`config.mk`:
```
export PLATFORM = sky130hd
export DESIGN_NAME = mem_arbiter
export DESIGN_NICKNAME = d
export VERILOG_FILES = /design/src/rtl/mem_arbiter_pkg.sv /design/src/rtl/mem_arbiter_rr_pick.sv /design/src/rtl/mem_arbiter.sv
export SDC_FILE = /design/constraint.sdc
export NUM_CORES = 1
export LEC_CHECK = 0
export BUFFER_PORTS_ARGS = -buffer_cell sky130_fd_sc_hd__buf_4
export CORE_AREA = 8 8 105 107
export CTS_BUF_LIST = sky130_fd_sc_hd__clkbuf_8 sky130_fd_sc_hd__clkbuf_16
export DETAILED_ROUTE_END_ITERATION = 8
export DIE_AREA = 0 0 113 115
export SYNTH_ARGS = -nofsm -noshare
export SYNTH_HDL_FRONTEND = slang
export SYNTH_SLANG_ARGS = --single-unit
export TNS_END_PERCENT = 100
```
`constraint.sdc`:
```
create_clock -name clk_i -period 1.6 [get_ports clk_i]
set_input_delay 0.16 -clock clk_i [delete_from_list [all_inputs] [get_ports clk_i]]
set_output_delay 0.16 -clock clk_i [all_outputs]
set_load 0.03 [all_outputs]
```
`src/rtl/mem_arbiter_pkg.sv`:
```
// Shared types and constants for the round-robin memory-port arbiter.
package mem_arbiter_pkg;

    // Arbiter FSM: idle, or one transaction outstanding downstream.
    typedef enum logic {
        ARB_IDLE = 1'b0,
        ARB_BUSY = 1'b1
    } arb_state_e;

    // Response returned to a requester whose transaction the watchdog aborts.
    // Only bit 0 (error) is set; it is resized to the response width at use.
    localparam int MRESP_ERR = 1;

endpackage

```
`src/rtl/mem_arbiter_rr_pick.sv`:
```
// Combinational round-robin search: the first set request bit at or after
// the priority pointer, wrapping modulo NUM_REQ. Gives one-hot and index.
module rr_pick #(
    parameter int NUM_REQ = 2
) (
    input  logic [NUM_REQ-1:0]         req_i,
    input  logic [$clog2(NUM_REQ)-1:0] ptr_i,
    output logic [NUM_REQ-1:0]         grant_o,
    output logic [$clog2(NUM_REQ)-1:0] idx_o,
    output logic                       valid_o
);

    localparam int IDX_W = $clog2(NUM_REQ);

    // Walk the candidates in priority order starting at the pointer.
    always_comb begin
        int                cand;
        logic [IDX_W-1:0]  cand_idx;
        logic              found;
        cand     = 0;
        cand_idx = '0;
        found    = 1'b0;
        grant_o  = '0;
        idx_o    = '0;
        valid_o  = 1'b0;
        for (int off = 0; off < NUM_REQ; off++) begin
            cand = int'(ptr_i) + off;
            if (cand >= NUM_REQ) begin
                cand = cand - NUM_REQ;
            end
            cand_idx = IDX_W'(cand);
            if (!found && req_i[cand_idx]) begin
                found             = 1'b1;
                valid_o           = 1'b1;
                idx_o             = cand_idx;
                grant_o[cand_idx] = 1'b1;
            end
        end
    end

endmodule

```
`src/rtl/mem_arbiter.sv`:
```
// Round-robin arbiter sharing one downstream mreq/mack port between NUM_REQ
// upstream requesters. One transaction outstanding at a time; an optional
// watchdog completes a stalled transaction with an error response.
//
// Handshake: a requester raises req_i with a stable payload and holds both
// until it sees its one-cycle req_ack_o pulse. Downstream, mreq_o stays high
// with a stable payload until the one-cycle mack_i pulse; read data and
// response are forwarded to the requester in that same cycle.
module mem_arbiter
    import mem_arbiter_pkg::*;
#(
    parameter int NUM_REQ        = 2,
    parameter int ADDR_WIDTH     = 32,
    parameter int DATA_WIDTH     = 32,
    parameter int STRB_WIDTH     = DATA_WIDTH / 8,
    parameter int MRESP_WIDTH    = 1,
    parameter int TIMEOUT_CYCLES = 0
) (
    input  logic                          clk_i,
    input  logic                          arst_ni,
    input  logic [NUM_REQ-1:0]            req_i,
    input  logic [NUM_REQ*ADDR_WIDTH-1:0] req_addr_i,
    input  logic [NUM_REQ-1:0]            req_we_i,
    input  logic [NUM_REQ*DATA_WIDTH-1:0] req_wdata_i,
    input  logic [NUM_REQ*STRB_WIDTH-1:0] req_strb_i,
    output logic [NUM_REQ-1:0]            req_ack_o,
    output logic [DATA_WIDTH-1:0]         req_rdata_o,
    output logic [MRESP_WIDTH-1:0]        req_resp_o,
    output logic                          mreq_o,
    output logic [ADDR_WIDTH-1:0]         maddr_o,
    output logic                          mwe_o,
    output logic [DATA_WIDTH-1:0]         mwdata_o,
    output logic [STRB_WIDTH-1:0]         mstrb_o,
    input  logic                          mack_i,
    input  logic [DATA_WIDTH-1:0]         mrdata_i,
    input  logic [MRESP_WIDTH-1:0]        mresp_i,
    output logic [NUM_REQ-1:0]            grant_o,
    output logic                          busy_o,
    output logic                          timeout_o,
    output logic                          dbg_state_o
);

    localparam int IDX_W = $clog2(NUM_REQ);
    localparam int CNT_W = (TIMEOUT_CYCLES > 1) ? $clog2(TIMEOUT_CYCLES) : 1;
    localparam logic [CNT_W-1:0] WD_LAST =
        CNT_W'((TIMEOUT_CYCLES > 0) ? (TIMEOUT_CYCLES - 1) : 0);
    localparam logic [IDX_W-1:0] LAST_IDX = IDX_W'(NUM_REQ - 1);

    arb_state_e         state_q, state_d;
    logic [NUM_REQ-1:0] grant_q, grant_d;
    logic [IDX_W-1:0]   gidx_q, gidx_d;
    logic [IDX_W-1:0]   ptr_q, ptr_d;
    logic [CNT_W-1:0]   wd_cnt_q, wd_cnt_d;

    logic [NUM_REQ-1:0] pick_grant;
    logic [IDX_W-1:0]   pick_idx;
    logic               pick_valid;

    rr_pick #(
        .NUM_REQ (NUM_REQ)
    ) u_rr_pick (
        .req_i   (req_i),
        .ptr_i   (ptr_q),
        .grant_o (pick_grant),
        .idx_o   (pick_idx),
        .valid_o (pick_valid)
    );

    // State, grant, pointer and watchdog registers; reset drops everything.
    always_ff @(posedge clk_i or negedge arst_ni) begin
        if (!arst_ni) begin
            state_q  <= ARB_IDLE;
            grant_q  <= '0;
            gidx_q   <= '0;
            ptr_q    <= '0;
            wd_cnt_q <= '0;
        end else begin
            state_q  <= state_d;
            grant_q  <= grant_d;
            gidx_q   <= gidx_d;
            ptr_q    <= ptr_d;
            wd_cnt_q <= wd_cnt_d;
        end
    end

    // Next-state logic plus the ack/response path; mack_i beats the watchdog.
    always_comb begin
        logic done;
        done        = 1'b0;
        state_d     = state_q;
        grant_d     = grant_q;
        gidx_d      = gidx_q;
        ptr_d       = ptr_q;
        wd_cnt_d    = wd_cnt_q;
        req_ack_o   = '0;
        req_rdata_o = '0;
        req_resp_o  = '0;
        timeout_o   = 1'b0;
        mreq_o      = 1'b0;
        busy_o      = 1'b0;
        case (state_q)
            ARB_IDLE: begin
                if (pick_valid) begin
                    state_d  = ARB_BUSY;
                    grant_d  = pick_grant;
                    gidx_d   = pick_idx;
                    wd_cnt_d = '0;
                end
            end
            ARB_BUSY: begin
                mreq_o = 1'b1;
                busy_o = 1'b1;
                if (mack_i) begin
                    done        = 1'b1;
                    req_ack_o   = grant_q;
                    req_rdata_o = mrdata_i;
                    req_resp_o  = mresp_i;
                end else if ((TIMEOUT_CYCLES > 0) && (wd_cnt_q == WD_LAST)) begin
                    done       = 1'b1;
                    req_ack_o  = grant_q;
                    req_resp_o = MRESP_WIDTH'(MRESP_ERR);
                    timeout_o  = 1'b1;
                end else begin
                    wd_cnt_d = wd_cnt_q + 1'b1;
                end
                if (done) begin
                    state_d = ARB_IDLE;
                    grant_d = '0;
                    ptr_d   = (gidx_q == LAST_IDX) ? '0 : (gidx_q + 1'b1);
                end
            end
            default: begin
                state_d = ARB_IDLE;
                grant_d = '0;
            end
        endcase
    end

    // Downstream payload: AND-OR mux on the one-hot grant, zero when idle.
    always_comb begin
        maddr_o  = '0;
        mwe_o    = 1'b0;
        mwdata_o = '0;
        mstrb_o  = '0;
        for (int i = 0; i < NUM_REQ; i++) begin
            if (grant_q[i]) begin
                maddr_o  = maddr_o  | req_addr_i[i*ADDR_WIDTH +: ADDR_WIDTH];
                mwe_o    = mwe_o    | req_we_i[i];
                mwdata_o = mwdata_o | req_wdata_i[i*DATA_WIDTH +: DATA_WIDTH];
                mstrb_o  = mstrb_o  | req_strb_i[i*STRB_WIDTH +: STRB_WIDTH];
            end
        end
    end

    assign grant_o     = grant_q;
    assign dbg_state_o = (state_q == ARB_BUSY);

endmodule

```
==> metrics.txt <==
Final Wtd Congestion=0.8428; share of the synthesized area in the top cell type=45.70%; routed wire length=9485 um; Clock Path Buffers=2; commonest non-fill, non-tap cells in the layout=buf_4, a22o_1, and3_1, and3_2; vias in the first global route=2504; LEAKAGE=2.023 nW; post-CTS resize count=0; Synth cell types=18; sw power=1.411 mW; most used cell, CP=buf_4; Vias/cell=4.435; worst min-delay path class=in -> reg; critical path capture point type=output port; drt drc=0; Post-Synthesis Cell Area=1323 um2; final non-filler cell total=531; Hold Buf Count CTS=1; H-tree depth=1; slowest cell delay on critical path=0.41 ns; Ant. Diodes=0; IO buf count=284; Req. time, crit path=1.44 ns; area of the multi-input gates=923.4 um2; Chip Height=115 um; Net Sw Frac=50.80%; top post-synthesis cells by area=a22o_1, buf_6, and3_1; final period utilization=88.64%; WP buf/inv=2; largest net degree at the start of global routing=52; crit start category=flip-flop; final net count=594; outcome=completed; TritonCTS Sinks=5; Slowest-stage cell, CP=dfrtp_2; Filler Cell Count=937; final antenna-violating net count=0; Initial Utilization=13.98%; I/O pin count=286; crit path DAT=1.26 ns; syn nets=327; Critical Path Stages=3; routed len/inst=17.86 um; area grow syn2layout=161.8%; Pre-antenna DRT Iters=4; CP Class=reg -> out; Root Driver=clkbuf_8; setup bufs post-CTS=0; TritonCTS Buffers=3; first-pass GRT wire length=13700 um; post-route setup TNS=0 ns; Core ar.=9459 um2; Final Skew=0.001430 ns; Cells after Synth=151; row count=36; reg2reg path depth=3; final setup fails=0; layout cells sized above 1=72.42%; Placed Area=3407 um2; cell chain of the critical path=buf_4 -> a22o_1 -> buf_4; met1 Use GR=12.31%; synth warn=0; dpl hpwl=8056 um; register area=127.6 um2; RSZ-0062 raised after global routing=no; Comb pwr share=85.7%; DRT iter0 DRCs=130; Hold Crit Depth=3; Post-Syn Area per Cell=8.758 um2; CTS tree=built; area leader, netlist=a22o_1; Clock Latency Late Sink=0.22 ns; CP delay by family, top=flip-flops; GR Util met3=5.200%; Max-cap violations=0; grt ovf=0; fin area=3462 um2; Final Hold Fails=0; Most Crowded Layer GR=met2; achievable frequency=705.1 MHz; Internal=1.367 mW; Seq/Total Area, Yosys=9.461%; minimum clock period=1.418 ns; Vias=2355; flop2flop setup slack=0.57 ns; Total GRT Usage=12.97%; Sequential Power Share=6.2%; Final Max Slew Viols=0; die area=13000 um2; pwr dens=802.5 nW/um2; Die W=113 um; placed cells=526; #FFs+latches synth=5; commonest non-fill, non-tap cell in the layout=buf_4; Max FO, Critical Path=24; Worst-path clk slew=0.04 ns; Clk network pwr share=8.0%; GRT met2 Usage=25.91%; initial antenna violation count=0; peak supply drop=0.4051 mV
-- per-layer routing --
metal	vias to the layer above	routed length, um
met5	-	0
met4	0	54
met3	4	1046
met2	143	5174
met1	1064	3210
li1	1144	-
-- sequential cells by signal, indices dropped and copies added (netlist names) --
name / flops
grant_o: 2
ptr_q: 1
dbg_state_o: 1
gidx_q: 1
-- worst reg2reg max path: stages (launching register included) --
cell and delay [ns]:
dfrtp_1 0.38, buf_12 0.18, nand2b_1 0.15, a32o_1 0.20
-- area by class of cell --
class                   count  area share [%]
clock buffers               3           1.193
clock inverters             1          0.1084
inverters                   1          0.1807
multi-input cells         117           26.67
flip-flops and latches      5           3.686
well taps                 114           4.120
repair buffers            290           64.04
-- cells in the mapped netlist, drive strengths merged --
| cell | instances |
|---|---|
| mux2i | 2 |
| dfrtp | 5 |
| conb | 1 |
| nand2 | 1 |
| and3 | 35 |
| a32o | 3 |
| inv | 1 |
| a31oi | 1 |
| buf | 22 |
| clkbuf | 6 |
| nand2b | 2 |
| a21oi | 2 |
| a22o | 69 |
| nor3 | 1 |
-- power by group through the flow --
stage | clock network (mW) | registers [mW] | logic, mW
finish | 0.223 | 0.173 | 2.38
global route | 0.241 | 0.178 | 2.52
CTS | 0.228 | 0.174 | 2.41
detailed placement | 0 | 0.175 | 2.40
global placement | 0 | 0.174 | 2.39
floorplan | 0 | 0.192 | 1.47
-- final timing paths --
path,startpoint,end
max in group asynchronous,arst_ni,grant_o[0]
worst min register to register,gidx_q,ptr_q
worst min-delay path,req_i[1],dbg_state_o
worst max register to register,dbg_state_o,gidx_q
worst max-delay path,grant_o[0],maddr_o[18]
min in group asynchronous,arst_ni,grant_o[1]
-- logic make-up after synthesis --
kind of cell           Yosys count  share of synthesized area, %
AO/OA/AOI/OAI                   75                         49.20
buffers and inverters           29                         20.72
flip-flops                       5                         9.461
multiplexers                     2                         1.514
other                            1                        0.2835
AND/OR/NAND/NOR                 39                         18.83
-- metrics by stage --
step	setup slack, ns	hold slack, ns	total power, mW	utilization (%)
after floorplan	0.2310	-0.1356	1.662	-
after global placement	0.4134	-0.03363	2.569	36.02
after detailed placement	0.4087	-0.03253	2.580	36.02
after CTS	0.1731	0.2329	2.813	36.60
after global routing	0.1420	0.2575	2.935	36.60
final	0.1817	0.2333	2.778	36.60
(Power assumes the default switching activity.)
